File: src/rtl/uart_pkg.sv
// Shared definitions for the UART receive path: parity modes, FSM encoding
// and the parity-error helper.
package uart_pkg;

  localparam int PAR_NONE = 0;
  localparam int PAR_ODD  = 1;
  localparam int PAR_EVEN = 2;

  typedef enum logic [2:0] {
    ST_IDLE   = 3'd0,
    ST_START  = 3'd1,
    ST_DATA   = 3'd2,
    ST_PARITY = 3'd3,
    ST_STOP   = 3'd4
  } rx_state_e;

  // The XOR of data and parity bit must equal 1 for odd and 0 for even parity.
  function automatic logic parity_err(input logic xor_data, input logic par_bit,
                                      input int mode);
    logic expected;
    expected = (mode == PAR_ODD) ? 1'b1 : ((mode == PAR_EVEN) ? 1'b0 : 1'b0);
    return (xor_data ^ par_bit) != expected;
  endfunction

endpackage

File: src/rtl/uart_rx_fifo.sv
// Small first-word-fall-through FIFO holding received words with their flags.
// A push into a full FIFO is accepted only when a pop happens in the same cycle.
module uart_rx_fifo #(
  parameter int WIDTH = 10,
  parameter int DEPTH = 4
) (
  input  logic             quick_clk,
  input  logic             reset,
  input  logic             push,
  input  logic [WIDTH-1:0] din,
  output logic             full,
  input  logic             pop,
  output logic [WIDTH-1:0] dout,
  output logic             empty
);

  localparam int AW = $clog2(DEPTH);
  localparam logic [AW:0] PTR_ONE = (AW + 1)'(1);

  logic [AW:0]      wr_ptr_q, wr_ptr_d;
  logic [AW:0]      rd_ptr_q, rd_ptr_d;
  logic [WIDTH-1:0] mem_q [DEPTH];
  logic [WIDTH-1:0] mem_d [DEPTH];
  logic             do_pop;
  logic             do_push;

  // Pointers carry an extra wrap bit so full and empty are distinguishable.
  assign empty = (wr_ptr_q == rd_ptr_q);
  assign full  = (wr_ptr_q[AW] != rd_ptr_q[AW]) &&
                 (wr_ptr_q[AW-1:0] == rd_ptr_q[AW-1:0]);
  assign dout  = mem_q[rd_ptr_q[AW-1:0]];

  always_comb begin
    do_pop   = pop && !empty;
    do_push  = push && (!full || do_pop);
    wr_ptr_d = wr_ptr_q;
    rd_ptr_d = rd_ptr_q;
    mem_d    = mem_q;
    if (do_push) begin
      mem_d[wr_ptr_q[AW-1:0]] = din;
      wr_ptr_d = wr_ptr_q + PTR_ONE;
    end
    if (do_pop) begin
      rd_ptr_d = rd_ptr_q + PTR_ONE;
    end
  end

  always_ff @(posedge quick_clk or negedge reset) begin
    if (!reset) begin
      wr_ptr_q <= '0;
      rd_ptr_q <= '0;
      for (int i = 0; i < DEPTH; i++) begin
        mem_q[i] <= '0;
      end
    end else begin
      wr_ptr_q <= wr_ptr_d;
      rd_ptr_q <= rd_ptr_d;
      mem_q    <= mem_d;
    end
  end

endmodule

File: src/rtl/uart_rx_param.sv
// Oversampling UART receiver: synchroniser, start-glitch rejection, mid-bit
// sampling, optional parity, stop-bit check and a receive FIFO.
module uart_rx_param
  import uart_pkg::*;
#(
  parameter int OVERSAMPLE = 16,
  parameter int DATA_BITS  = 8,
  parameter int PARITY     = 0,
  parameter int FIFO_DEPTH = 4
) (
  input  logic                 reset,
  input  logic                 quick_clk,
  input  logic                 uart_rx,
  output logic [DATA_BITS-1:0] rx_data,
  output logic                 rx_valid,
  input  logic                 rx_ready,
  output logic                 rx_parity_err,
  output logic                 rx_frame_err,
  output logic                 rx_overrun,
  output logic                 rx_done,
  output logic                 rx_busy
);

  localparam int CW = $clog2(OVERSAMPLE);
  localparam int BW = $clog2(DATA_BITS);
  localparam int FW = DATA_BITS + 2;
  localparam logic [CW-1:0] HALF_M1  = CW'(OVERSAMPLE / 2 - 1);
  localparam logic [CW-1:0] FULL_M1  = CW'(OVERSAMPLE - 1);
  localparam logic [BW-1:0] LAST_BIT = BW'(DATA_BITS - 1);

  logic                 sync1_q, sync1_d;
  logic                 sync2_q, sync2_d;
  logic                 prev_q, prev_d;
  rx_state_e            state_q, state_d;
  logic [CW-1:0]        cnt_q, cnt_d;
  logic [BW-1:0]        bit_idx_q, bit_idx_d;
  logic [DATA_BITS-1:0] shift_q, shift_d;
  logic                 perr_q, perr_d;

  logic          rx_s;
  logic          start_edge;
  logic          push;
  logic          ferr;
  logic          fifo_full;
  logic          fifo_empty;
  logic          pop;
  logic [FW-1:0] fifo_din;
  logic [FW-1:0] fifo_dout;

  assign rx_s       = sync2_q;
  assign start_edge = !rx_s && prev_q;

  always_comb begin
    sync1_d   = uart_rx;
    sync2_d   = sync1_q;
    prev_d    = sync2_q;
    state_d   = state_q;
    cnt_d     = cnt_q;
    bit_idx_d = bit_idx_q;
    shift_d   = shift_q;
    perr_d    = perr_q;
    push      = 1'b0;
    ferr      = 1'b0;
    case (state_q)
      ST_IDLE: begin
        // Only a high-to-low transition starts a frame; a held-low line does not.
        if (start_edge) begin
          cnt_d   = '0;
          state_d = ST_START;
        end
      end
      ST_START: begin
        cnt_d = cnt_q + CW'(1);
        if (cnt_q == HALF_M1) begin
          cnt_d = '0;
          if (rx_s) begin
            state_d = ST_IDLE;
          end else begin
            bit_idx_d = '0;
            perr_d    = 1'b0;
            state_d   = ST_DATA;
          end
        end
      end
      ST_DATA: begin
        cnt_d = cnt_q + CW'(1);
        if (cnt_q == FULL_M1) begin
          cnt_d     = '0;
          // LSB first: after DATA_BITS shifts the first bit sits at bit 0.
          shift_d   = {rx_s, shift_q[DATA_BITS-1:1]};
          bit_idx_d = bit_idx_q + BW'(1);
          if (bit_idx_q == LAST_BIT) begin
            state_d = (PARITY != PAR_NONE) ? ST_PARITY : ST_STOP;
          end
        end
      end
      ST_PARITY: begin
        cnt_d = cnt_q + CW'(1);
        if (cnt_q == FULL_M1) begin
          cnt_d   = '0;
          perr_d  = parity_err(^shift_q, rx_s, PARITY);
          state_d = ST_STOP;
        end
      end
      ST_STOP: begin
        cnt_d = cnt_q + CW'(1);
        if (cnt_q == FULL_M1) begin
          cnt_d   = '0;
          ferr    = ~rx_s;
          push    = 1'b1;
          state_d = ST_IDLE;
        end
      end
      default: begin
        cnt_d   = '0;
        state_d = ST_IDLE;
      end
    endcase
  end

  always_ff @(posedge quick_clk or negedge reset) begin
    if (!reset) begin
      sync1_q   <= 1'b1;
      sync2_q   <= 1'b1;
      prev_q    <= 1'b1;
      state_q   <= ST_IDLE;
      cnt_q     <= '0;
      bit_idx_q <= '0;
      shift_q   <= '0;
      perr_q    <= 1'b0;
    end else begin
      sync1_q   <= sync1_d;
      sync2_q   <= sync2_d;
      prev_q    <= prev_d;
      state_q   <= state_d;
      cnt_q     <= cnt_d;
      bit_idx_q <= bit_idx_d;
      shift_q   <= shift_d;
      perr_q    <= perr_d;
    end
  end

  assign fifo_din = {perr_q, ferr, shift_q};
  assign pop      = rx_valid && rx_ready;

  uart_rx_fifo #(
    .WIDTH (FW),
    .DEPTH (FIFO_DEPTH)
  ) u_fifo (
    .quick_clk (quick_clk),
    .reset     (reset),
    .push      (push),
    .din       (fifo_din),
    .full      (fifo_full),
    .pop       (pop),
    .dout      (fifo_dout),
    .empty     (fifo_empty)
  );

  // Valid/ready: the head word and its flags hold while rx_valid && !rx_ready;
  // a word leaves the FIFO at the clock edge where both are high.
  assign rx_valid      = !fifo_empty;
  assign rx_data       = fifo_dout[DATA_BITS-1:0];
  assign rx_frame_err  = fifo_dout[DATA_BITS];
  assign rx_parity_err = fifo_dout[DATA_BITS+1];
  assign rx_overrun    = push && fifo_full && !pop;
  assign rx_done       = push;
  assign rx_busy       = (state_q != ST_IDLE);

endmodule

File: config.mk
export PLATFORM = sky130hd
export DESIGN_NAME = uart_rx_param
export DESIGN_NICKNAME = d
export VERILOG_FILES = /design/src/rtl/uart_pkg.sv /design/src/rtl/uart_rx_fifo.sv /design/src/rtl/uart_rx_param.sv
export SDC_FILE = /design/constraint.sdc
export NUM_CORES = 1
export LEC_CHECK = 0
export BUFFER_PORTS_ARGS = -buffer_cell sky130_fd_sc_hd__buf_4
export CORE_MARGIN = 2
export CORE_UTILIZATION = 50
export DETAILED_ROUTE_END_ITERATION = 6
export PLACE_DENSITY = 0.67
export SETUP_SLACK_MARGIN = 0.4
export SLEW_MARGIN = 40
export SYNTH_ARGS = -nofsm -noshare
export SYNTH_HDL_FRONTEND = slang
export SYNTH_HIERARCHICAL = 1
export SYNTH_SLANG_ARGS = --single-unit
export TNS_END_PERCENT = 1
File: constraint.sdc
create_clock -name quick_clk -period 3.24 [get_ports quick_clk]
set_input_delay 0.324 -clock quick_clk [delete_from_list [all_inputs] [get_ports quick_clk]]
set_output_delay 0.324 -clock quick_clk [all_outputs]
set_load 0.05 [all_outputs]
==> results of run 1 <==
-- cells in the final DEF (no fill, tap or decap), types with 2 or more instances in the layout --
master and instances:
xor2_1 3, ha_1 8, dfrtp_1 65, nor3_1 4
inv_1 6, clkbuf_8 11, o311ai_0 3, xnor2_1 8
mux2_4 8, mux2_2 44, nand3_1 2, a22o_1 5
nor2_1 3, clkinvlp_4 2, dfstp_2 3, nand2_1 7
buf_4 23, o21ai_1 4, mux4_2 10, o211ai_1 2
o41ai_4 3, nor3b_1 2, and2_1 5, o21ai_0 4
-- metrics by stage --
step	total power [W]	instance area (um2)	setup slack, ps	instances
floorplan	0.00108	3360	649	227
global placement	0.00114	3590	636	320
detailed placement	0.00114	3610	554	321
CTS	0.00187	3840	555	338
global route	0.00194	3840	422	338
finish	0.00185	3840	549	338
-- synthesized netlist by cell type, types with 2 or more instances --
cell	count	area share, %
clkbuf_1	2	0.22
nor3_1	4	0.60
o311ai_0	3	0.78
and2_1	5	0.93
nand3_1	2	0.30
xnor2_1	8	2.1
xor2_2	2	0.97
mux4_2	10	6.7
dfrtp_1	65	48
nand2_1	7	0.78
o41ai_4	3	2.5
buf_2	3	0.45
o21ai_0	4	0.60
o211ai_1	2	0.45
mux2_2	44	15
ha_1	8	3.0
nor2_1	3	0.34
o21ai_1	4	0.60
nor3b_1	2	0.45
dfstp_2	3	2.3
mux2_4	8	3.6
a22o_1	5	1.3
xor2_1	3	0.78
inv_1	6	0.67
-- power by group through the flow --
| stage | Clock (W) | Combinational, W | Sequential, W |
|---|---|---|---|
| global route | 0.000785 | 0.000235 | 0.000917 |
| global placement | 0 | 0.000208 | 0.000930 |
| finish | 0.000728 | 0.000211 | 0.000914 |
| detailed placement | 0 | 0.000211 | 0.000929 |
| floorplan | 0 | 0.000156 | 0.000923 |
| CTS | 0.000747 | 0.000213 | 0.000914 |
-- routing by layer --
metal  vias to the layer above  GRT usage [%]  wire length [um]
met1                       997           26.2              2990
met5                         -              0                 0
met3                         9           4.62               166
met4                         0           6.78                95
met2                        19           27.2              2830
li1                        910              -                 -
-- flip-flops by register name, summed over array words and instances (netlist names) --
signal           flops
perr_q               1
u_fifo/rd_ptr_q      3
bit_idx_q            3
u_fifo/mem_q        40
prev_d               1
cnt_q                4
u_fifo/wr_ptr_q      3
shift_q              8
state_q              3
prev_q               1
sync1_q              1
-- final timing paths --
path	startpoint	endpoint	slack [ps]	depth (start not counted)
hold reg to reg	sync1_q	prev_d	360	0
hold / removal	uart_rx	sync1_q	90	1
setup / recovery	u_fifo/wr_ptr_q[0]	rx_overrun	550	6
max in group asynchronous	reset	u_fifo/mem_q[27]	2250	2
min in group asynchronous	reset	u_fifo/wr_ptr_q[0]	530	2
setup reg to reg	u_fifo/wr_ptr_q[0]	u_fifo/mem_q[37]	660	6
-- logic make-up (layout without fill, tap and decap cells) --
group	after synthesis	in the layout
and+or+nand+nor	33	33
xor gates and xnor gates	15	15
DFF	68	68
buffers and inverters	13	47
AOI/OAI and AO/OA	27	27
adders and majority gates	8	8
muxes	63	63
-- area by class of cell --
cell class	instances	area share [%]
clock inverters	5	1.53
inverters	6	0.587
flip-flops and latches	68	44.4
clock buffers	11	3.94
repair buffers	25	5.05
well taps	77	2.51
multi-input cells	146	42.0
-- worst reg2reg max path, delay by kind of cell (launching register included) --
family,cells,cell delay (ps)
compound gates,1,670
xor+xnor,1,270
buf+inv,1,260
flops,1,450
mux,1,340
simple gates,2,490
-- what timing repair did --
item / CTS / global route
setup endpoints to repair: 1 / 0
hold buffers: 1 / 0
resized for setup: 2 / 0
hold endpoints to repair: 34 / 0
buffers inserted: 0 / 0
==> impl_metrics.yaml, run 1 <==
status:
  outcome: "complete, no violations"
yosys:
  synth_top_family_by_area: "multiplexers"
  synth_edf_count: 0
  ys.flop_type: "dfrtp_1"
  yosys.area_share.simple_pct: 6.33
  synth.cell_area_um2: 3360
  yosys_warnings: 6
  async_flop_share_pct: 100
  synth_compound_area_share_pct: 7.75
  synth_xor_area_share_pct: 4.99
  syn_avg_cell_area_um2: 14.8
  ys_seq_area_share_pct: 50.8
  synth_adder_area_share_pct: 2.98
  yosys.cell_types.count: 45
  netlist_instances: 227
  synthMuxAreaShare_pct: 25.3
  synth_nets: 239
  ys_ff_latch: 68
global_routing:
  grt_pass1_wl_um: 10200
  grt_overflow: 0
  grt_max_degree: 69
  antenna_found_initial: 0
  grtUsageTotal_pct: 18.3
  grt_pass1_vias: 2014
power_and_ir_drop:
  clkPwrFrac_pct: 39.3
  p_sw_w: 0.000491
  p_per_area_nw_per_um2: 482
  sw_frac_of_total_pct: 26.5
  p_comb_share_pct: 11.4
  p_leak_nw: 1.83
  internal-power_w: 0.00136
  p_seq_share_pct: 49.3
  ir_drop_v: 0.000518
layout:
  layout.filler_cells: 525
  syn_to_final_growth_pct: 14.3
  final_core_util_pct: 59.8
  fin_nets: 268
  antennaDiodeCount: 0
  drive_gt1_share_pct: 44.8
  multi_input_area_um2: 1610
  seq_area_um2: 1710
worst_setup_path:
  crit_fanout: 9
  slowest_stage: "xor2_2"
  critPathKind: "register to primary output"
  cp.required_ps: 2920
  startpoint_type: "register"
  worst-path-buf-inv: 2
  end_kind: "primary output"
  path_common_cell: "buf_4"
  critPathArrivalTime_ps: 2370
  cp_top_family: "simple AND/OR/NAND/NOR gates"
  crit_path_max_incr_delay_ps: 550
  cp_cell_sequence: "xor2_2 -> nor3_1 -> nor2b_2 -> buf_4 -> nor4b_2 -> buf_4"
sta:
  drv_slew: 0
  worst_hold_slack_ps: 88.7
  finalCritPeriodShare_pct: 83.1
  timing.slew.headroom_pct: 44.2
  setup-tns-final_ps: 0
  fmax_mhz: 372
  finClkSkew_ps: 5.58
  rsz0062_at_grt: "false"
  setup_viol: 0
  worst_pin_slew_ps: 834
  fin_crit_ps: 2690
  finalHoldViolCount: 0
clocking:
  cts_tree: "done"
  cts_sinks: 68
  clk-insertion-delay-late_ps: 340
  cts_buffers: 9
  clkTransAtPathRegs_ps: 70
  clock_tree.buffer_depth: 2
  h-tree-depth: 3
  cts_root_buffer: "clkbuf_8"
die:
  rows: 29
  die_h_um: 86.0
  die_w_um: 86.0
  dieArea_um2: 7390
  num_io_pins: 18
  coreArea_um2: 6420
  start_util_pct: 52.3
run:
  maxCapViolations: 0
placed_design:
  io_buffers: 17
  hpwl_um: 3940
  place_congestion: 0.826
min_path:
  hold_path.class: "primary input to register"
routing:
  drt_iter0_drc: 61
  first_pass_iters: 4
  viasPerCell: 5.72
  drcViolationCount: 0
  wl_per_cell_um: 18.0
  antenna_left: 0
  wl_um: 6080
  num_vias: 1935
Note: power is estimated with default switching activity, not from simulation.
==> run 2, diff against run 1 <==
==> constraint.sdc (replaced) <==
create_clock -name quick_clk -period 2.8 [get_ports quick_clk]
set_input_delay 0.28 -clock quick_clk [delete_from_list [all_inputs] [get_ports quick_clk]]
set_output_delay 0.28 -clock quick_clk [all_outputs]
set_load 0.05 [all_outputs]
==> impl_metrics.yaml, run 2 (synthesis results as in run 1) <==
power_and_ir_drop:
  sw_frac_of_total_pct: 27.7
  clkPwrFrac_pct: 38.8
  p_leak_nw: 1.84
  p_per_area_nw_per_um2: 545
  internal-power_w: 0.00154
  p_sw_w: 0.000588
  p_seq_share_pct: 49.8
  ir_drop_v: 0.000506
  p_comb_share_pct: 11.4
clocking:
  clkTransAtPathRegs_ps: 80
  clock_tree.buffer_depth: 2
  h-tree-depth: 3
  clk-insertion-delay-late_ps: 340
  cts_tree: "done"
  cts_sinks: 68
  cts_root_buffer: "clkbuf_8"
  cts_buffers: 9
layout:
  fin_nets: 272
  largest_register: "u_fifo/mem_q"
  final_common_cell: "dfrtp_1"
  syn_to_final_growth_pct: 16.1
  layout.filler_cells: 519
  final_cell_mix: "dfrtp_1 (61), mux2_2 (44), buf_4 (26)"
  layout.cells.non_filler: 342
  antennaDiodeCount: 0
  drive_gt1_share_pct: 47.5
  largest_reg_flops: 40
  reg.largest.list: "u_fifo/mem_q: 40 flops, shift_q: 8 flops, cnt_q: 4 flops"
sta:
  timing.slew.headroom_pct: 58.4
  finalCritPeriodShare_pct: 82.4
  finalHoldViolCount: 0
  worst_pin_slew_ps: 621
  fmax_mhz: 434
  setup_viol: 0
  setup-tns-final_ps: 0
  finClkSkew_ps: 11.1
  drv_slew: 0
  worst_hold_slack_ps: 50.2
  rsz0062_at_grt: "false"
  fin_crit_ps: 2310
die:
  start_util_pct: 52.3
  die_h_um: 86.0
  dieArea_um2: 7390
  rows: 29
  num_io_pins: 18
  die_w_um: 86.0
  coreArea_um2: 6420
routing:
  drcViolationCount: 0
  wl_um: 5870
  viasPerCell: 5.62
  first_pass_iters: 4
  num_vias: 1923
  antenna_left: 0
  drt_iter0_drc: 68
  wl_per_cell_um: 17.2
placed_design:
  place_congestion: 0.807
  hpwl_um: 3900
  io_buffers: 17
  numPlacedInstances: 324
global_routing:
  grt_overflow: 0
  grt_pass1_wl_um: 10400
  grtUsageTotal_pct: 18.1
  antenna_found_initial: 0
  grt_max_degree: 69
  grt_pass1_vias: 1999
status:
  outcome: "complete, no violations"
worst_setup_path:
  critPathArrivalTime_ps: 2030
  end_kind: "primary output"
  crit_fanout: 12
  startpoint_type: "register"
  cp.required_ps: 2520
  critPathKind: "register to primary output"
run:
  maxCapViolations: 0
min_path:
  hold_path.class: "primary input to register"
run 2: cell types whose count changed in the layout (fill, tap and decap cells not counted), moves of 2 or more:
cell,previous run,this run
dfrtp_1,65,61
dfrtp_2,0,4
inv_6,1,3
clkinv_4,0,2
clkbuf_8,11,9
buf_4,23,26
run 2: final cells by class:
cell class | count | area (um2) | area share (%)
clock buffer | 9 | 124 | 3.18
sequential | 68 | 1710 | 43.9
timing repair buffer | 29 | 228 | 5.84
clock inverter | 7 | 81.3 | 2.09
inverter | 6 | 22.5 | 0.578
tap | 77 | 96.3 | 2.47
multi-input combinational | 146 | 1640 | 42.0
run 2: repair_timing:
item                                    4_1_cts  5_1_grt
resized for setup                             7        2
setup buffers                                 0        1
hold buffers                                  1        0
endpoints found under the setup margin        1        1
pin swaps                                     0        1
hold endpoints to repair                     65        0
run 2: metrics by stage:
step                power, W  utilization [%]  cell area (um2)  setup slack [ps]
floorplan            0.00125                -             3370               336
global placement     0.00132             56.5             3630               473
detailed placement   0.00132             56.5             3630               449
CTS                  0.00215             60.4             3880               407
global route         0.00223             60.7             3900               420
finish               0.00212             60.7             3900               494
run 2: metal layers:
layer | part of all wire, % | track usage (%) | up-vias | wire length (um)
met5 | 0 | 0 | - | 0
met4 | 1.0 | 6.49 | 0 | 59
met3 | 2.0 | 3.46 | 5 | 117
li1 | - | - | 907 | -
met2 | 47 | 26.6 | 20 | 2740
met1 | 50 | 26.9 | 991 | 2950
run 2: worst max-delay path, cell delays in order (launching register included):
cell	delay, ps
dfrtp_2	450
xor2_4	250
nor3_2	230
nor2b_1	60
buf_4	190
nor4b_4	310
buf_6	200
run 2: path summary, 6_finish.rpt:
| path | startpoint | endpoint | slack [ps] | cells after the start |
|---|---|---|---|---|
| setup / recovery | u_fifo/rd_ptr_q[0] | rx_overrun | 490 | 6 |
| hold / removal | uart_rx | sync1_q | 50 | 1 |
| setup reg to reg | u_fifo/rd_ptr_q[0] | u_fifo/mem_q[5] | 550 | 7 |
| hold reg to reg | sync1_q | prev_d | 360 | 0 |
| max in group asynchronous | reset | u_fifo/wr_ptr_q[0] | 1840 | 2 |
| min in group asynchronous | reset | u_fifo/wr_ptr_q[1] | 490 | 2 |
run 2: power groups by stage:
stage	sequential [W]	clock (W)	combinational, W
floorplan	0.00107	0	0.000181
global route	0.00106	0.000897	0.000271
CTS	0.00106	0.000848	0.000244
global placement	0.00108	0	0.000239
finish	0.00106	0.000825	0.000241
detailed placement	0.00108	0	0.000245
